==> src/rtl/ch4_seq_ctrl.sv <==
// Channel-4 sequencing controller: 512 Hz frame sequencer, length counter,
// NR44 trigger handling and the channel-active / restart-pulse FSM.
module ch4_seq_ctrl #(
    parameter int RESTART_CYCLES = 4,
    parameter int LEN_BITS       = 6
) (
    input  logic                clk,
    input  logic                apu_reset,
    input  logic                div_tick_512,
    input  logic                wr_nr41,
    input  logic                wr_nr44,
    input  logic [7:0]          wdata,
    input  logic                dac_en,
    output logic                ch4_restart,
    output logic                ch4_active,
    output logic                len_en,
    output logic [2:0]          frame_step,
    output logic                len_tick,
    output logic                sweep_tick,
    output logic                env_tick,
    output logic [LEN_BITS:0]   len_remaining
);

    typedef enum logic [1:0] {
        OFF,
        RESTART,
        ON
    } state_t;

    localparam logic [LEN_BITS:0] LEN_FULL    = {1'b1, {LEN_BITS{1'b0}}};
    localparam logic [LEN_BITS:0] LEN_FULL_M1 = LEN_FULL - 1'b1;
    localparam logic [3:0]        PULSE_LOAD  = 4'(RESTART_CYCLES);

    state_t              state_q, state_d;
    logic [3:0]          pulse_q, pulse_d;
    logic                active_q, active_d;
    logic                len_en_q, len_en_d;
    logic [LEN_BITS:0]   len_q, len_d;
    logic [2:0]          step_q, step_d;

    logic                len_strobe;
    logic                sweep_strobe;
    logic                env_strobe;
    logic                expire;
    logic                trigger;

    always_comb begin
        len_strobe   = div_tick_512 & ~step_q[0];
        sweep_strobe = div_tick_512 & (step_q[1:0] == 2'b10);
        env_strobe   = div_tick_512 & (step_q == 3'd7);
    end

    // Length rules apply in order: tick decrement, NR41 load, then the NR44 quirks.
    always_comb begin
        state_d  = state_q;
        pulse_d  = pulse_q;
        active_d = active_q;
        len_en_d = len_en_q;
        len_d    = len_q;
        step_d   = step_q;
        expire   = 1'b0;
        trigger  = wr_nr44 & wdata[7];

        if (div_tick_512) begin
            step_d = step_q + 3'd1;
        end

        if (len_strobe && len_en_q && (len_q != '0)) begin
            len_d  = len_q - 1'b1;
            expire = (len_d == '0);
        end

        if (wr_nr41) begin
            len_d  = LEN_FULL - {1'b0, wdata[LEN_BITS-1:0]};
            expire = 1'b0;
        end

        if (wr_nr44) begin
            len_en_d = wdata[6];
            if (!len_en_q && wdata[6] && step_q[0] && (len_d != '0)) begin
                len_d = len_d - 1'b1;
                if ((len_d == '0) && !wdata[7]) begin
                    expire = 1'b1;
                end
            end
            if (trigger && (len_d == '0)) begin
                len_d = (wdata[6] && step_q[0]) ? LEN_FULL_M1 : LEN_FULL;
            end
        end

        if (trigger) begin
            state_d  = RESTART;
            pulse_d  = PULSE_LOAD;
            active_d = dac_en;
        end else begin
            if (expire || !dac_en) begin
                active_d = 1'b0;
            end
            case (state_q)
                OFF: begin
                end
                RESTART: begin
                    pulse_d = pulse_q - 4'd1;
                    if (pulse_q == 4'd1) begin
                        state_d = active_d ? ON : OFF;
                    end
                end
                ON: begin
                    if (!active_d) begin
                        state_d = OFF;
                    end
                end
                default: state_d = OFF;
            endcase
        end
    end

    always_ff @(posedge clk) begin
        if (apu_reset) begin
            state_q  <= OFF;
            pulse_q  <= '0;
            active_q <= 1'b0;
            len_en_q <= 1'b0;
            len_q    <= '0;
            step_q   <= '0;
        end else begin
            state_q  <= state_d;
            pulse_q  <= pulse_d;
            active_q <= active_d;
            len_en_q <= len_en_d;
            len_q    <= len_d;
            step_q   <= step_d;
        end
    end

    // Reset masks every output combinationally so a pulse drops in the reset cycle itself.
    always_comb begin
        ch4_restart   = (state_q == RESTART) & ~apu_reset;
        ch4_active    = active_q & ~apu_reset;
        len_en        = len_en_q & ~apu_reset;
        frame_step    = apu_reset ? 3'd0 : step_q;
        len_tick      = len_strobe & ~apu_reset;
        sweep_tick    = sweep_strobe & ~apu_reset;
        env_tick      = env_strobe & ~apu_reset;
        len_remaining = apu_reset ? '0 : len_q;
    end

endmodule
==> config.mk <==
export PLATFORM = sky130hd
export DESIGN_NAME = ch4_seq_ctrl
export DESIGN_NICKNAME = d
export VERILOG_FILES = /design/src/rtl/ch4_seq_ctrl.sv
export SDC_FILE = /design/constraint.sdc
export NUM_CORES = 1
export LEC_CHECK = 0
export CORE_ASPECT_RATIO = 0.5
export CORE_MARGIN = 2
export CORE_UTILIZATION = 40
export DETAILED_ROUTE_END_ITERATION = 8
export GPL_TIMING_DRIVEN = 0
export PLACE_DENSITY = 0.65
export SYNTH_ARGS = -nofsm -noshare
export SYNTH_HDL_FRONTEND = slang
export SYNTH_SLANG_ARGS = --single-unit
==> constraint.sdc <==
create_clock -name clk -period 6.3 [get_ports clk]
set_clock_uncertainty 0.1 [all_clocks]
set_input_delay 0.63 -clock clk [delete_from_list [all_inputs] [get_ports clk]]
set_output_delay 0.63 -clock clk [all_outputs]
set_load 0.05 [all_outputs]
==> implementation parameters, run 1 <==
Parameter                              Value

Worst setup path
  Length in cells of the worst reg-to-reg path    11
  Setup slack on the worst flop-to-flop path    2.46 ns
  Source of the critical timing path    len_q[0]
  Required arrival time at the worst endpoint    6.37 ns
  End point of the critical path    len_q[0]
  Endpoint arrival time on the critical path    3.91 ns
  Startpoint of the worst-slack reg-to-reg timing path    len_q[0]
  Largest fanout of any net on the critical path    7
  Worst Setup End Kind    flip-flop
  Crit path launch type    flip-flop
  Type of the setup path with the least slack    flip-flop to flip-flop
  Reg2reg end    len_q[0]

Drt
  Detailed-route wire length per cell    14.75 µm
  Number of vias after detailed routing    1,547
  Detail Route met2 WL    1.838 mm
  Post-route ant nets    0
  Post-detailed-route DRC marker count    0
  Drt first pass iters    4
  First-iteration detailed-routing DRC count    65
  Aggregate routed wire length    4.145 mm
  Routed length on met1    2.136 mm
  Met3 Routed Length    145 µm
  Highest signal layer in the routed design    met4
  Via count normalized by instance count    5.505

Cells and area
  Most frequent cells in the layout    27 x sky130_fd_sc_hd__clkdlybuf4s50_1, 18 x sky130_fd_sc_hd__nor2_1, 18 x sky130_fd_sc_hd__dfxtp_1
  Most common library cell in the layout ignoring fill and taps    sky130_fd_sc_hd__clkdlybuf4s50_1
  Area growth from synthesis to layout    24.45%
  Fraction of layout instances using a drive strength above 1    0.1057
  Area of all placed cells without fillers    0.001999 mm²
  Number of antenna cells inserted    0
  Net total in the final layout    252

Pwr
  Ratio of total power to cell area    179.6 mW/mm²
  Static leakage    0.7432 nW
  Pwr Total    0.3591 mW
  Largest voltage drop on the vdd net    0.08401 mV

Die
  I/O pin cnt    30
  Die H    48.82 µm
  Area enclosed by the die boundary    0.004570 mm²
  Core ar.    0.003884 mm²
  Standard-cell rows    16
  Initial core utilization    0.4137
  Horizontal die dimension    93.63 µm

Clock network
  Number of gates resized after CTS    0
  Clock sink count    18
  Clock slew at the register clock pins of the worst setup and hold paths    0.07 ns
  Total clock buffers created by CTS    3
  Clock Tree Root    sky130_fd_sc_hd__clkbuf_8
  Number of buffers inserted for hold repair after clock tree synthesis    0
  Maximum number of buffers from clock root to sink    2
  H-Tree Level Count    1
  Clk_lat worst skew    0.26 ns
  Post-CTS setup buffer count    0
  Clock tree from TritonCTS    yes

Synthesis
  EDFF count, synth    0
  Mean instance size in the synthesized netlist    8.197 µm²
  #FFs+latches synth    18
  Synth area leaders    sky130_fd_sc_hd__dfxtp_1 22%, sky130_fd_sc_hd__ha_1 7.8%, sky130_fd_sc_hd__nor2b_1 4.7%
  Most instantiated flip-flop cell in the synthesis netlist    sky130_fd_sc_hd__dfxtp_1
  Cell Area, Synth    0.001607 mm²
  Area share of the largest cell type after synthesis    0.2243
  Number of instances in the synthesized netlist    196
  Async set or reset register ratio after synthesis    0
  Leading area contributor after synthesis    sky130_fd_sc_hd__dfxtp_1
  Total nets after synthesis    220
  Yosys cell types    59
  Count of synthesis-stage warnings from yosys    0
  Fraction of the yosys area taken by sequential cells    0.2243

Global routing
  Total track usage    0.1897
  Overflow left after global routing    0
  Largest net degree at the start of global routing    11
  Global-route wire length before repair    6.831 mm
  Antenna violations before repair    0
  Vias in the first global route    1,428

STA
  Final sum of negative setup slack    0 ns
  Final Max Tran Viols    0
  Smallest hold slack    0.3932 ns
  Tmin final    3.836 ns
  Total count of hold-check failures in the final report    0
  Least setup slack across all paths after layout    2.464 ns
  Maximum frequency from static timing analysis    0.2607 GHz
  Count of final setup violators    0
  Transition at the pin with the smallest max-transition slack    0.7987 ns
  Fraction of the cycle the final worst path needs    0.6089
  Slew Limit Headroom    0.4627
  RSZ-0062 raised after global routing    false

Place
  Cell area after placement    0.001944 mm²
  Detailed placer's ending HPWL    3.155 mm
  DP Worst Slack    2.322 ns
  RD Place Congestion    0.8339
  Port-buffer cells    27

Hold path
  Class of the most critical hold timing path    flip-flop to flip-flop

Job
  Max-capacitance violation count    0

Outcome
  Run status    finished clean
## worst min-delay path by stage
stage                     from  cells past startpoint  slack (ns)          to
floorplan           state_q[1]                      2        0.36  state_q[1]
global placement    state_q[1]                      2        0.37  state_q[1]
detailed placement  state_q[1]                      2        0.38  state_q[1]
CTS                 state_q[1]                      2        0.39  state_q[1]
global route        state_q[1]                      2        0.43  state_q[1]
finish              state_q[1]                      2        0.39  state_q[1]
## critical path, cell delays in order, from the launching register on
cell                       delay, ns
sky130_fd_sc_hd__dfxtp_1        0.36
sky130_fd_sc_hd__inv_1          0.11
sky130_fd_sc_hd__ha_1           0.30
sky130_fd_sc_hd__nor4b_2        0.47
sky130_fd_sc_hd__a21oi_1        0.17
sky130_fd_sc_hd__o311ai_1       0.65
sky130_fd_sc_hd__ha_1           0.39
sky130_fd_sc_hd__and3_1         0.21
sky130_fd_sc_hd__a21boi_2       0.10
sky130_fd_sc_hd__mux2i_1        0.39
sky130_fd_sc_hd__nand4_4        0.21
sky130_fd_sc_hd__a221oi_2       0.28
## logic make-up (layout without fill, tap and decap cells)
logic type,after synthesis,after routing,synth area share
AOI/OAI and AO/OA,43,43,0.2103
and+or+nand+nor,92,92,0.3551
adders and majority gates,10,10,0.07788
muxes,7,7,0.04439
xor gates and xnor gates,8,8,0.04362
DFF,18,18,0.2243
buffers and inverters,18,49,0.04439
## layout make-up
| cell class | count | area [µm²] |
|---|---|---|
| fill | 380 | 1884 |
| multi-input combinational | 160 | 1175 |
| sequential | 18 | 360.3 |
| timing repair buffer | 27 | 270.3 |
| tap | 54 | 67.56 |
| clock buffer | 4 | 55.05 |
| inverter | 11 | 41.29 |
| buffer | 7 | 30.03 |
## report_power, final
part | switching, mW | internal (mW) | total (mW) | leakage [nW]
logic | 0.0749 | 0.0531 | 0.128 | 0.566
clock network | 0.0418 | 0.0556 | 0.0974 | 0.0288
registers | 0.0119 | 0.122 | 0.134 | 0.148
total | 0.129 | 0.231 | 0.359 | 0.743
## metal layers
metal  track usage  vias up
met1        0.2779      733
met5             0        -
li1              -      785
met3       0.03864        2
met4       0.03865        0
met2        0.2902       27
## Yosys cell counts (all sizes together) (5+ instances only)
library cell,n
a211oi,5
a21oi,9
a31oi,6
dfxtp,18
ha,10
inv,10
mux2i,6
nand2,17
nand2b,6
nand3,6
nor2,18
nor2b,12
xnor2,5
## state kept, by name, indices dropped and copies added, names as in the netlist
name      flops
len_en_q      1
pulse_q       4
active_q      1
len_q         7
step_q        3
state_q       2
## through the flow
step                      utilization  std cells
after floorplan                     -        196
after global placement         0.5006        277
after detailed placement       0.5006        277
after CTS                      0.5148        281
after global routing           0.5148        281
final                          0.5148        281
Power figures use the tool's default switching activity.
==> inputs of run 2 (changes only) <==
--- a/config.mk
+++ b/config.mk
@@ -10,7 +10,7 @@
 export CORE_UTILIZATION = 40
 export DETAILED_ROUTE_END_ITERATION = 8
 export GPL_TIMING_DRIVEN = 0
-export PLACE_DENSITY = 0.65
+export PLACE_DENSITY = 0.67
 export SYNTH_ARGS = -nofsm -noshare
 export SYNTH_HDL_FRONTEND = slang
 export SYNTH_SLANG_ARGS = --single-unit
==> constraint.sdc (replaced) <==
create_clock -name clk -period 3.3 [get_ports clk]
set_clock_uncertainty 0.1 [all_clocks]
set_input_delay 0.33 -clock clk [delete_from_list [all_inputs] [get_ports clk]]
set_output_delay 0.33 -clock clk [all_outputs]
set_load 0.05 [all_outputs]
==> implementation parameters, run 2 (synthesis gave the netlist of run 1 again) <==
Parameter                              Value

Hold path
  Class of the most critical hold timing path    input pin to flip-flop (was flip-flop to flip-flop)

Worst setup path
  Buffering stage count on the worst path with inverters included    1 (unchanged)
  Largest fanout of any net on the critical path    6 (was 7)
  Crit-path max cell delay    0.57 ns (was 0.65 ns)
  CP Cell Sequence    clkdlybuf4s50_1, or4_4, nor3_1, nor3_1, or2_1, or4_4, a211oi_4, nand4_4, a211oi_2 (was inv_1, ha_1, nor4b_2, a21oi_1, o311ai_1, ha_1, and3_1, a21boi_2, mux2i_1, nand4_4, a221oi_2)
  Required arrival time at the worst endpoint    3.36 ns (was 6.37 ns)
  Worst Setup End Kind    flip-flop (unchanged)
  Family with the most delay on the worst path    simple AND/OR/NAND/NOR gates (was compound AO/OA/AOI/OAI gates)
  Slowest cell on the critical path    sky130_fd_sc_hd__or4_4 (was sky130_fd_sc_hd__o311ai_1)
  Type of the setup path with the least slack    input pin to flip-flop (was flip-flop to flip-flop)
  Endpoint arrival time on the critical path    3.27 ns (was 3.91 ns)
  Crit path launch type    input pin (was flip-flop)

Drt
  Number of vias after detailed routing    1,605 (was 1,547)
  Post-detailed-route DRC marker count    0 (unchanged)
  First-iteration detailed-routing DRC count    69 (was 65)
  Aggregate routed wire length    4.406 mm (was 4.145 mm)
  Via count normalized by instance count    5.632 (was 5.505)
  Post-route ant nets    0 (unchanged)
  Detailed-route wire length per cell    15.46 µm (was 14.75 µm)
  Drt first pass iters    4 (unchanged)

Global routing
  Total track usage    0.1938 (was 0.1897)
  Overflow left after global routing    0 (unchanged)
  Antenna violations before repair    0 (unchanged)
  Global-route wire length before repair    7.051 mm (was 6.831 mm)
  Vias in the first global route    1,484 (was 1,428)
  Largest net degree at the start of global routing    11 (unchanged)

Clock network
  Clock Tree Root    sky130_fd_sc_hd__clkbuf_8 (unchanged)
  Clock tree from TritonCTS    yes (unchanged)
  Clock sink count    18 (unchanged)
  Maximum number of buffers from clock root to sink    2 (unchanged)
  H-Tree Level Count    1 (unchanged)
  Clk_lat worst skew    0.25 ns (was 0.26 ns)
  Clock slew at the register clock pins of the worst setup and hold paths    0.07 ns (about the same)
  Total clock buffers created by CTS    3 (unchanged)

STA
  Total count of hold-check failures in the final report    0 (unchanged)
  Tmin final    3.210 ns
  Slew Limit Headroom    0.6384 (was 0.4627)
  Least setup slack across all paths after layout    0.09036 ns (was 2.464 ns)
  Maximum frequency from static timing analysis    0.3116 GHz
  Count of final setup violators    0 (unchanged)
  Final sum of negative setup slack    0 ns (unchanged)
  Fraction of the cycle the final worst path needs    0.9726
  Final Max Tran Viols    0 (unchanged)
  Transition at the pin with the smallest max-transition slack    0.5425 ns (was 0.7987 ns)

Cells and area
  Fraction of layout instances using a drive strength above 1    0.1775 (was 0.1057)
  Area growth from synthesis to layout    34.19% (was 24.45%)
  Filler cells    369 (was 380)
  Number of antenna cells inserted    0 (unchanged)
  Most common library cell in the layout ignoring fill and taps    sky130_fd_sc_hd__clkdlybuf4s50_1 (unchanged)
  Multi-input gate area in the final layout    0.001297 mm² (was 0.001175 mm²)
  Flip-flop count of the largest register after layout    7 (unchanged)
  Area taken by flip-flops and latches    360.3 µm² (unchanged)
  Register bank with the most flops    len_q (unchanged)
  Layout Cells excl Fill    285 (was 281)
  Net total in the final layout    256 (was 252)
  Registers with the most flip-flops    len_q: 7 flops, pulse_q: 4 flops, step_q: 3 flops (unchanged)
  Most frequent cells in the layout    27 x sky130_fd_sc_hd__clkdlybuf4s50_1, 18 x sky130_fd_sc_hd__nor2_1, 18 x sky130_fd_sc_hd__dfxtp_1 (unchanged)

Place
  Detailed placer's ending HPWL    3.150 mm (was 3.155 mm)
  Port-buffer cells    27 (unchanged)
  RD Place Congestion    0.8608 (was 0.8339)
  DP Cell Count    277 (unchanged)
  DP Worst Slack    -0.4541 ns (was 2.322 ns)

Die
  Horizontal die dimension    93.63 µm (unchanged)
  Core ar.    0.003884 mm² (unchanged)
  Area enclosed by the die boundary    0.004570 mm² (unchanged)
  I/O pin cnt    30 (unchanged)
  Die H    48.82 µm (unchanged)
  Initial core utilization    0.4137 (unchanged)
  Standard-cell rows    16 (unchanged)

Outcome
  Run status    finished clean (unchanged)

Pwr
  Static leakage    0.7877 nW (was 0.7432 nW)
  Ratio of total power to cell area    337.3 mW/mm² (was 179.6 mW/mm²)
  Largest voltage drop on the vdd net    0.2164 mV (was 0.08401 mV)
  Pwr Total    0.7272 mW (was 0.3591 mW)

Job
  Max-capacitance violation count    0 (unchanged)
## run 2: final timing paths
path / start / to / slack (ns) / cells after the start
hold reg to reg: state_q[1] / state_q[1] / 0.39 / 2
setup reg to reg: len_q[1] / len_q[1] / 0.11 / 11
setup / recovery: wdata[2] / len_q[1] / 0.09 / 9
hold / removal: div_tick_512 / step_q[1] / 0.31 / 2
## run 2: repair_timing
item                                    CTS  global route
endpoints found under the setup margin    9             9
setup buffers                             0             4
pin swaps                                 1             7
cloned                                    0             0
hold endpoints to repair                  0             0
resized for setup                        10            11
hold buffers                              0             0
## run 2: per-stage QoR
step	cell area (µm²)	hold WS, ns	util
final	2156	0.3136	0.5551
after global routing	2156	0.3557	0.5551
after CTS	2063	0.3081	0.5313
after detailed placement	1944	0.3731	0.5006
after global placement	1944	0.3732	0.5006
after floorplan	1607	0.3577	-
## run 2: area by class of cell
type / count / share of cell area
clock buffer: 4 / 0.02554
multi-input combinational: 160 / 0.6019
timing repair buffer: 31 / 0.1393
inverter: 11 / 0.02089
tap: 54 / 0.03134
sequential: 18 / 0.1672
buffer: 7 / 0.01393
## run 2: power by group
group | internal, mW | switching (mW) | total, mW
Combinational | 0.126 | 0.161 | 0.286
Sequential | 0.233 | 0.0242 | 0.257
Clock | 0.106 | 0.0780 | 0.184
Total | 0.464 | 0.263 | 0.727
## run 2: routing by layer
layer,global-route usage,vias up,wire [µm]
met1,0.2807,772,2205
li1,-,791,-
met4,0.01449,0,8
met5,0,-,0
met3,0.03555,2,146
met2,0.3165,40,2046
==> inputs of run 3 (changes only) <==
--- a/config.mk
+++ b/config.mk
@@ -8,6 +8,7 @@
 export CORE_ASPECT_RATIO = 0.5
 export CORE_MARGIN = 2
 export CORE_UTILIZATION = 40
+export CTS_BUF_LIST = sky130_fd_sc_hd__clkbuf_2 sky130_fd_sc_hd__clkbuf_4 sky130_fd_sc_hd__clkbuf_8
 export DETAILED_ROUTE_END_ITERATION = 8
 export GPL_TIMING_DRIVEN = 0
 export PLACE_DENSITY = 0.67
==> results of run 3 <==
Final layout, timing and power as in run 2 (identical DEF).
